$ cat src/rtl/crc5_rr_sched.sv
// crc5_rr_sched
//
// Shares one pipelined CRC engine between NREQ requesters. Requests are
// granted round-robin, one word per cycle. The granted word goes out
// registered on eng_m/eng_issue. A tag pipeline follows each word through
// the engine's fixed latency, so every returning CRC is written into the
// response FIFO of the requester that sent the word.
//
// Each requester holds a credit count equal to its in-flight words plus its
// FIFO occupancy. A requester is granted only while that count is below
// DEPTH. Because of this, a FIFO can never overflow and the engine never
// has to stall.
//
// Ports:
//   clk        rising-edge clock for all state
//   rst        synchronous active-high reset
//   req_valid  per-requester word available
//   req_data   per-requester word, slice [i*W +: W]
//   req_ready  one-hot grant (combinational), transfer on valid & ready
//   eng_m      registered word presented to the CRC engine
//   eng_issue  registered, eng_m carries a live word this cycle
//   eng_crc    engine result, LAT cycles after the matching eng_m
//   rsp_valid  per-requester response FIFO non-empty
//   rsp_crc    per-requester FIFO head, slice [i*CW +: CW]
//   rsp_ready  per-requester pop request

module crc5_rr_sched #(
  parameter int NREQ  = 4,
  parameter int W     = 16,
  parameter int CW    = 5,
  parameter int LAT   = 3,
  parameter int DEPTH = LAT + 1
) (
  input  logic                 clk,
  input  logic                 rst,
  input  logic [NREQ-1:0]      req_valid,
  input  logic [NREQ*W-1:0]    req_data,
  output logic [NREQ-1:0]      req_ready,
  output logic [W-1:0]         eng_m,
  output logic                 eng_issue,
  input  logic [CW-1:0]        eng_crc,
  output logic [NREQ-1:0]      rsp_valid,
  output logic [NREQ*CW-1:0]   rsp_crc,
  input  logic [NREQ-1:0]      rsp_ready
);

  localparam int PW   = (NREQ > 1) ? $clog2(NREQ) : 1;
  localparam int PW1  = PW + 1;
  localparam int AW   = (DEPTH > 1) ? $clog2(DEPTH) : 1;
  localparam int CNTW = $clog2(DEPTH + 1);

  logic [PW-1:0]   ptr;
  logic [PW-1:0]   issue_id;
  logic [PW-1:0]   grant_id;
  logic            grant_any;
  logic [PW:0]     rot;
  logic [PW-1:0]   cand;
  logic [NREQ-1:0] eligible;
  logic [NREQ-1:0] pop;
  logic [NREQ-1:0] wr_en;

  logic            tag_v  [LAT];
  logic [PW-1:0]   tag_id [LAT];

  logic [CW-1:0]   mem         [NREQ][DEPTH];
  logic [AW-1:0]   wr_ptr      [NREQ];
  logic [AW-1:0]   rd_ptr      [NREQ];
  logic [CNTW-1:0] fifo_cnt    [NREQ];
  logic [CNTW-1:0] outstanding [NREQ];

  // The credit check uses the registered count only, so a pop in the same
  // cycle cannot free the slot early. This keeps the grant path short.
  always_comb begin
    eligible = '0;
    for (int i = 0; i < NREQ; i++) begin
      eligible[i] = req_valid[i] && (outstanding[i] < CNTW'(DEPTH));
    end
  end

  // Rotating search starting at ptr. The index wraps by subtraction, which
  // also handles NREQ values that are not a power of two. Grants are
  // suppressed during reset so that no credit is taken while state clears.
  always_comb begin
    grant_id  = '0;
    grant_any = 1'b0;
    rot       = '0;
    cand      = '0;
    for (int k = 0; k < NREQ; k++) begin
      rot = {1'b0, ptr} + PW1'(k);
      if (rot >= PW1'(NREQ)) begin
        rot = rot - PW1'(NREQ);
      end
      cand = rot[PW-1:0];
      if (!grant_any && eligible[cand]) begin
        grant_any = 1'b1;
        grant_id  = cand;
      end
    end
    grant_any = grant_any && !rst;
  end

  always_comb begin
    req_ready = '0;
    if (grant_any) begin
      req_ready[grant_id] = 1'b1;
    end
  end

  always_ff @(posedge clk) begin
    if (rst) begin
      ptr       <= '0;
      eng_m     <= '0;
      eng_issue <= 1'b0;
      issue_id  <= '0;
    end else begin
      eng_issue <= grant_any;
      eng_m     <= grant_any ? req_data[int'(grant_id)*W +: W] : '0;
      issue_id  <= grant_id;
      if (grant_any) begin
        ptr <= (grant_id == PW'(NREQ - 1)) ? '0 : grant_id + PW'(1);
      end
    end
  end

  // Stage 0 follows the word on eng_m. The last stage lines up with the
  // cycle where eng_crc carries that word's result.
  always_ff @(posedge clk) begin
    if (rst) begin
      for (int s = 0; s < LAT; s++) begin
        tag_v[s]  <= 1'b0;
        tag_id[s] <= '0;
      end
    end else begin
      tag_v[0]  <= eng_issue;
      tag_id[0] <= issue_id;
      for (int s = 1; s < LAT; s++) begin
        tag_v[s]  <= tag_v[s-1];
        tag_id[s] <= tag_id[s-1];
      end
    end
  end

  always_comb begin
    wr_en = '0;
    pop   = '0;
    for (int i = 0; i < NREQ; i++) begin
      wr_en[i] = tag_v[LAT-1] && (tag_id[LAT-1] == PW'(i));
      pop[i]   = rsp_valid[i] && rsp_ready[i];
    end
  end

  // Credits: a grant and a pop in the same cycle cancel out.
  always_ff @(posedge clk) begin
    if (rst) begin
      for (int i = 0; i < NREQ; i++) begin
        outstanding[i] <= '0;
      end
    end else begin
      for (int i = 0; i < NREQ; i++) begin
        if (req_ready[i] && !pop[i]) begin
          outstanding[i] <= outstanding[i] + CNTW'(1);
        end else if (!req_ready[i] && pop[i]) begin
          outstanding[i] <= outstanding[i] - CNTW'(1);
        end
      end
    end
  end

  // Storage has no reset. The head is masked by occupancy, so stale entries
  // are never visible.
  always_ff @(posedge clk) begin
    for (int i = 0; i < NREQ; i++) begin
      if (wr_en[i]) begin
        mem[i][wr_ptr[i]] <= eng_crc;
      end
    end
  end

  always_ff @(posedge clk) begin
    if (rst) begin
      for (int i = 0; i < NREQ; i++) begin
        wr_ptr[i]   <= '0;
        rd_ptr[i]   <= '0;
        fifo_cnt[i] <= '0;
      end
    end else begin
      for (int i = 0; i < NREQ; i++) begin
        if (wr_en[i]) begin
          wr_ptr[i] <= (wr_ptr[i] == AW'(DEPTH - 1)) ? '0 : wr_ptr[i] + AW'(1);
        end
        if (pop[i]) begin
          rd_ptr[i] <= (rd_ptr[i] == AW'(DEPTH - 1)) ? '0 : rd_ptr[i] + AW'(1);
        end
        if (wr_en[i] && !pop[i]) begin
          fifo_cnt[i] <= fifo_cnt[i] + CNTW'(1);
        end else if (!wr_en[i] && pop[i]) begin
          fifo_cnt[i] <= fifo_cnt[i] - CNTW'(1);
        end
      end
    end
  end

  always_comb begin
    rsp_valid = '0;
    rsp_crc   = '0;
    for (int i = 0; i < NREQ; i++) begin
      rsp_valid[i] = (fifo_cnt[i] != '0);
      if (fifo_cnt[i] != '0) begin
        rsp_crc[i*CW +: CW] = mem[i][rd_ptr[i]];
      end
    end
  end

endmodule
$ cat config.mk
export PLATFORM = sky130hd
export DESIGN_NAME = crc5_rr_sched
export DESIGN_NICKNAME = d
export VERILOG_FILES = /design/src/rtl/crc5_rr_sched.sv
export SDC_FILE = /design/constraint.sdc
export NUM_CORES = 1
export LEC_CHECK = 0
export CAP_MARGIN = 10
export CORE_MARGIN = 4
export CORE_UTILIZATION = 53
export DETAILED_ROUTE_END_ITERATION = 8
export PLACE_DENSITY = 0.8
export SETUP_SLACK_MARGIN = 0.4
export SLEW_MARGIN = 40
export SYNTH_ARGS = -nofsm -noshare
export SYNTH_HDL_FRONTEND = slang
export SYNTH_SLANG_ARGS = --single-unit
$ cat constraint.sdc
create_clock -name clk -period 5.5 [get_ports clk]
set_clock_uncertainty 0.05 [all_clocks]
set_input_delay 0.825 -clock clk [delete_from_list [all_inputs] [get_ports clk]]
set_output_delay 0.825 -clock clk [all_outputs]
set_load 0.05 [all_outputs]
=== Word-level counts from Yosys, hierarchy flattened ===
Memories as Yosys holds them, arrays and structs flattened.
Index checks and enable logic that the tools add are counted.

* Register bits: 21
* RAM bits: 129
* Bits of input ports: 79
* Output and inout port bits: 45
* Memories kept: 7

{| class="wikitable"
|+ Memories
! name !! depth !! width !! read ports !! clocked after memory_dff !! write ports !! line !! source
|-
| mem || 4 || 20 || 4 || 0 || 1 || 65 || <nowiki>logic [CW-1:0] mem [NREQ][DEPTH];</nowiki>
|-
| fifo_cnt || 4 || 3 || 4 || 0 || 4 || 68 || <nowiki>logic [CNTW-1:0] fifo_cnt [NREQ];</nowiki>
|-
| outstanding || 4 || 3 || 4 || 0 || 4 || 69 || <nowiki>logic [CNTW-1:0] outstanding [NREQ];</nowiki>
|-
| rd_ptr || 4 || 2 || 4 || 0 || 4 || 67 || <nowiki>logic [AW-1:0] rd_ptr [NREQ];</nowiki>
|-
| wr_ptr || 4 || 2 || 4 || 0 || 4 || 66 || <nowiki>logic [AW-1:0] wr_ptr [NREQ];</nowiki>
|-
| tag_id || 3 || 2 || 3 || 0 || 3 || 63 || <nowiki>logic [PW-1:0] tag_id [LAT];</nowiki>
|-
| +1 memories || n/a || n/a || n/a || n/a || n/a || n/a ||
|}

* Add/sub/neg operators: 32
* $lt $le $gt $ge: 26
* Equality and inequality tests: 12
* Shifts and indexed selects: 1
* Multiplexer cells: 182
* Bitwise operators: 39
* Reductions and logical operators: 62

{| class="wikitable"
|+ Operators with widths
! kind !! count
|-
| two-way mux 20 bit || 10
|-
| two-way mux 1 bit || 95
|-
| two-way mux 5 bit || 16
|-
| indexed part select 64 x 7 -> 16 bit || 1
|-
| two-way mux 2 bit || 31
|-
| OR reduction 20 bit || 3
|-
| two-way mux 3 bit || 16
|-
| binary-select mux 5 bit (select 2 bit) || 4
|-
| demux 5 bit (select 2 bit) || 4
|-
| logical AND 1 bit || 37
|-
| >= comparator 3 bit, second input constant || 11
|-
| bitwise OR 1 bit || 30
|-
| adder 3 x 1 -> 3 bit, second input constant || 8
|-
| inverter 2 -> 3 bit || 8
|-
| subtractor 3 x 1 -> 3 bit, second input constant || 8
|-
| equality test 2 bit, second input constant || 11
|-
| adder 2 x 1 -> 2 bit, second input constant || 9
|-
| logical NOT 1 bit || 16
|-
| < comparator 2 x 3 -> 1 bit, second input constant || 5
|-
| < comparator 3 x 1 -> 1 bit, second input constant || 4
|-
| < comparator 3 bit, second input constant || 4
|-
| nonzero test 3 bit || 4
|-
| binary-select mux 1 bit (select 2 bit) || 4
|-
| subtractor 2 x 1 -> 2 bit, second input constant || 4
|-
| other kinds (10) || 11
|}

=== Logic depth before layout (Yosys ltp) ===
An unclocked memory read counts as a cell.

* Word-level depth: 27
* Depth in mapped cells: 12

=== Least setup slack after synthesis ===
Ideal clock, no wire load.

* Path type: input to output
* From: in req_valid[3]
* To: out req_ready[3]
* Data arrival time: 2157 ps
* Data required time: 4625 ps
* Path slack: 2468 ps
* Stages: 6
* Path buffers: 0
* Path through: nor2b_4 > a2bb2oi_2 > nand3_2 > inv_2 > ha_1 > and2_1

* Word-level cells in the longest chain between the ends: 18

{| class="wikitable"
|+ Ends and longest elaborated chain
! item !! line !! source
|-
| from (decl) || 36 || <nowiki>input logic [NREQ-1:0] req_valid,</nowiki>
|-
| logical AND 1 bit * || 76 || <nowiki>eligible[i] = req_valid[i] && (outstanding[i] < CNTW'(DEPTH));</nowiki>
|-
| binary-select mux 1 bit (select 2 bit) || 94 || <nowiki>if (!grant_any && eligible[cand]) begin</nowiki>
|-
| two-way mux 1 bit (not written as such) || 94 ||
|-
| two-way mux 1 bit || 94 ||
|-
| logical NOT 1 bit || 94 ||
|-
| logical AND 1 bit || 94 ||
|-
| two-way mux 1 bit || 94 ||
|-
| logical NOT 1 bit || 94 ||
|-
| (+2 left out) || n/a ||
|-
| logical NOT 1 bit || 94 ||
|-
| logical AND 1 bit || 94 ||
|-
| two-way mux 2 bit || 94 ||
|-
| < comparator 2 x 3 -> 1 bit (not written as such) or >= comparator 2 x 1 -> 1 bit (tied branches) || 105 || <nowiki>req_ready[grant_id] = 1'b1;</nowiki>
|-
| logical AND 1 bit (not written as such) || 105 ||
|-
| two-way mux 1 bit (not written as such) || 105 ||
|-
| demux 1 bit (select 2 bit) || 105 ||
|-
| two-way mux 4 bit * || 104 || <nowiki>if (grant_any) begin</nowiki>
|-
| to (decl) || 38 || <nowiki>output logic [NREQ-1:0] req_ready,</nowiki>
|}

Every way passes the cells marked *; elsewhere a longest branch is shown, timed or not. The select of a mux whose other input is x is not followed.

=== Worst setup path after layout ===
* From: in req_valid[3]
* To: out req_ready[2]

Same word-level chain as after synthesis.

==> metrics.log <==
INFO  metric run_status = completed
INFO  metric gp_congestion = 0.855
INFO  metric hold_path_class = flip-flop to flip-flop
INFO  metric rsz0062_at_grt = no
INFO  metric syn_area_per_cell = 13.9 um2
INFO  metric r2r.worst_path.cells = 11
INFO  metric reg2reg_setup_slack = 2.62 ns
INFO  metric num_vias = 4548
INFO  metric cts.repair.resized = 0
INFO  metric leakage_power_figure = 3.39 nW
INFO  metric yosys-mux-area-fraction = 11.3%
INFO  metric stdcell_count = 831
INFO  metric timing.rr.end = outstanding[1][2]
INFO  metric hold_path_startpoint = tag_id[0][1]
INFO  metric synthesis.nets = 632
INFO  metric yosys_warnings = 0
INFO  metric tritoncts = yes
INFO  metric place.detailed.hpwl = 10600 um
INFO  metric worst_slew_pin_slew = 0.689 ns
INFO  metric floorplan.die.height = 125 um
INFO  metric syn_to_final_growth = 26.1%
INFO  metric post_synth_and_or_nand_nor_area_fraction = 14.4%
INFO  metric timing.rr.start = outstanding[3][2]
INFO  metric crit_family = buffers and inverters
INFO  metric floorplan.rows = 42
INFO  metric worst_ir_drop_vdd = 0.246 mV
INFO  metric synth-compound-area-share = 4.87%
INFO  metric routed_wl = 14600 um
INFO  metric max_slew_margin = 54.1%
INFO  metric kind_of_capture_point_of_the_worst_setup_path = output pin
INFO  metric critPathRequiredTime = 4.62 ns
INFO  metric drt_pass1_iterations = 4
INFO  metric worstPathMaxFanout = 19
INFO  metric grt.total_usage = 19.2%
INFO  metric cts_made_buffers = 17
INFO  metric boundaryPins = 124
INFO  metric synth_top_family_by_area = simple AND/OR/NAND/NOR gates
INFO  metric worst_path_most_repeated_cell = sky130_fd_sc_hd__clkdlybuf4s50_1
INFO  metric total_power_per_unit_cell_area = 417 nW/um2
INFO  metric fin_crit = 3.98 ns
INFO  metric finalCritPeriodShare = 72.3%
INFO  metric insertion_delay = 0.42 ns
INFO  metric fin_tns_setup = 0 ns
INFO  metric ys_async_sr_fraction = 0%
INFO  metric synth-adder-area-share = 6.34%
INFO  metric path_class = input port to output pin
INFO  metric worstSetupStartpointType = input port
INFO  metric die_width = 125 um
INFO  metric cts_sinks = 150
INFO  metric initial_antenna_violation_count = 0
INFO  metric post_cts_hold_buffer_count = 0
INFO  metric routedWlPerCell = 17.6 um
INFO  metric port_buffers = 123
INFO  metric initial_detailed_routing_violation_count = 262
INFO  metric fin_nets = 754
INFO  metric post_synth_num_cell_types = 62
INFO  metric timing.critical_path.buf_inv = 3
INFO  metric detailed_route_drc_error_count = 0
INFO  metric grt_max_degree = 40
INFO  metric fp.dieArea = 15600 um2
INFO  metric multiInputGateArea = 2780 um2
INFO  metric grt_overflow = 0
INFO  metric post_synth_edffs = 120
INFO  metric top_achievable_clock_speed = 0.251 GHz
INFO  metric synth-seq-area-share = 58.2%
INFO  metric critPathMaxStageDelay = 0.85 ns
INFO  metric hold_path_end = tag_id[0][3]
INFO  metric grt_pass1_vias = 4781
INFO  metric core_region_area = 13300 um2
INFO  metric final_layout_size_suffix_gt1_share = 12.4%
INFO  metric critical_path.slowest_cell = sky130_fd_sc_hd__clkdlybuf4s50_1
INFO  metric detail-route-antenna-nets = 0
INFO  metric finalMaxSlewViolations = 0
INFO  metric n_fill_cell = 914
INFO  metric post_synth_inst_count = 520
INFO  metric diodes = 0
INFO  metric ys_ff_latch = 150
INFO  metric numPlacedInstances = 799
INFO  metric clock-root-buffer = sky130_fd_sc_hd__clkbuf_16
INFO  metric worstHoldPathCells = 1
INFO  metric cts.path.max_buffers = 2
INFO  metric regArea = 4200 um2
INFO  metric initial_core_util = 54.3%
INFO  metric synth_flop_cell = sky130_fd_sc_hd__edfxtp_1
INFO  metric cap_viol_max_count = 0
INFO  metric clock_pin_slew_of_the_registers_on_the_worst_case_setup_and_hold_paths = 0.06 ns
INFO  metric post_synth_instance_area = 7220 um2
INFO  metric synth-xor-area-share = 1.58%
INFO  metric post_cts_buffers = 0
INFO  metric critical_path_arrival = 3.10 ns
INFO  metric list_of_cells_traversed_by_the_critical_path = clkdlybuf4s50_1, nor2b_4, o21ba_2, o21ai_2, buf_4, nor2_1, clkdlybuf4s50_1
INFO  metric finalHoldViolCount = 0
INFO  metric avgViaCountPerCell = 5.47
INFO  metric htree_levels = 4
INFO  metric timing.final.setup_violations = 0
INFO  metric global_route_wire_length_before_repair = 23700 um
INFO  metric leading_cell_types_in_the_layout_fill_and_taps_excluded = sky130_fd_sc_hd__edfxtp_1, sky130_fd_sc_hd__clkdlybuf4s50_1, sky130_fd_sc_hd__and2_1
==> layout make-up <==
class	count	area share (%)
inverter	29	1.25
sequential	150	46.1
clock buffer	20	4.79
multi-input combinational	318	30.5
clock inverter	12	1.21
tap	176	2.42
timing repair buffer	126	13.7
==> synth_stat cells (10+ instances only) <==
| master | number | area share [%] |
|---|---|---|
| sky130_fd_sc_hd__edfxtp_1 | 120 | 50 |
| sky130_fd_sc_hd__and2_1 | 40 | 3.5 |
| sky130_fd_sc_hd__mux2i_1 | 33 | 4.6 |
| sky130_fd_sc_hd__dfxtp_1 | 30 | 8.3 |
| sky130_fd_sc_hd__ha_1 | 27 | 4.7 |
| sky130_fd_sc_hd__inv_1 | 27 | 1.4 |
| sky130_fd_sc_hd__nor2_1 | 26 | 1.4 |
| sky130_fd_sc_hd__mux4_2 | 20 | 6.2 |
| sky130_fd_sc_hd__nand2_1 | 16 | 0.83 |
| sky130_fd_sc_hd__nand2b_1 | 16 | 1.4 |
| sky130_fd_sc_hd__o22ai_1 | 16 | 1.4 |
| sky130_fd_sc_hd__clkbuf_1 | 13 | 0.68 |
| sky130_fd_sc_hd__xnor2_1 | 10 | 1.2 |
==> layer usage <==
layer	global-route usage [%]	wire length, um	vias to the layer above
met1	21.9	5710	2185
met3	7.29	1180	30
li1	-	-	2164
met4	7.99	364	0
met2	32.6	7350	169
met5	0	0	-
==> power breakdown <==
group | switching (mW) | internal (mW) | total [mW]
clock | 0.429 | 0.657 | 1.09
sequential | 0.0848 | 1.37 | 1.45
combinational | 0.758 | 0.504 | 1.26
==> registers in the layout, indices dropped and copies added, names as in the netlist <==
signal	cells
issue_id	2
mem	80
tag_v	3
wr_ptr	8
fifo_cnt	12
outstanding	12
rd_ptr	8
ptr	2
eng_m	16
tag_id	6
eng_issue	1
==> logic make-up (layout without fill, tap and decap cells) <==
| kind of cell | count (synthesis) | after routing |
|---|---|---|
| adders and majority gates | 33 | 33 |
| DFF | 150 | 150 |
| buffers and inverters | 52 | 187 |
| muxes | 56 | 56 |
| xor gates and xnor gates | 13 | 13 |
| and+or+nand+nor | 173 | 173 |
| AOI/OAI and AO/OA | 43 | 43 |
==> through the flow <==
| stage | setup WS [ns] | hold WS (ns) | total power [mW] | util [%] | cell area (um2) |
|---|---|---|---|---|---|
| final | 1.52 | 0.386 | 3.80 | 68.5 | 9110 |
| after global routing | 1.42 | 0.408 | 3.97 | 68.5 | 9110 |
| after CTS | 1.53 | 0.387 | 3.82 | 68.5 | 9110 |
| after detailed placement | 1.54 | 0.372 | 2.73 | 64.4 | 8560 |
| after global placement | 1.58 | 0.365 | 2.69 | 64.4 | 8560 |
| after floorplan | 2.47 | 0.364 | 2.39 | - | 7220 |
==> worst register-to-register path, stage by stage, from the launching register on <==
cell	delay, ns
sky130_fd_sc_hd__edfxtp_1	0.48
sky130_fd_sc_hd__nand2b_1	0.21
sky130_fd_sc_hd__a21boi_1	0.23
sky130_fd_sc_hd__o22a_2	0.24
sky130_fd_sc_hd__clkinv_4	0.09
sky130_fd_sc_hd__ha_1	0.28
sky130_fd_sc_hd__o41ai_4	0.10
sky130_fd_sc_hd__nand2_1	0.13
sky130_fd_sc_hd__fa_1	0.39
sky130_fd_sc_hd__xnor2_1	0.20
sky130_fd_sc_hd__nand4_1	0.13
sky130_fd_sc_hd__a21oi_1	0.19
==> worst max path at each step <==
stage | startpoint | end | slack (ns) | cells past startpoint
finish | req_valid[3] | req_ready[2] | 1.52 | 7
CTS | req_valid[3] | req_ready[2] | 1.53 | 7
global route | req_valid[3] | req_ready[2] | 1.42 | 7
detailed placement | req_valid[3] | req_ready[2] | 1.54 | 7
global placement | req_valid[3] | req_ready[2] | 1.58 | 7
floorplan | req_valid[3] | req_ready[3] | 2.47 | 6
(Power assumes the default switching activity.)
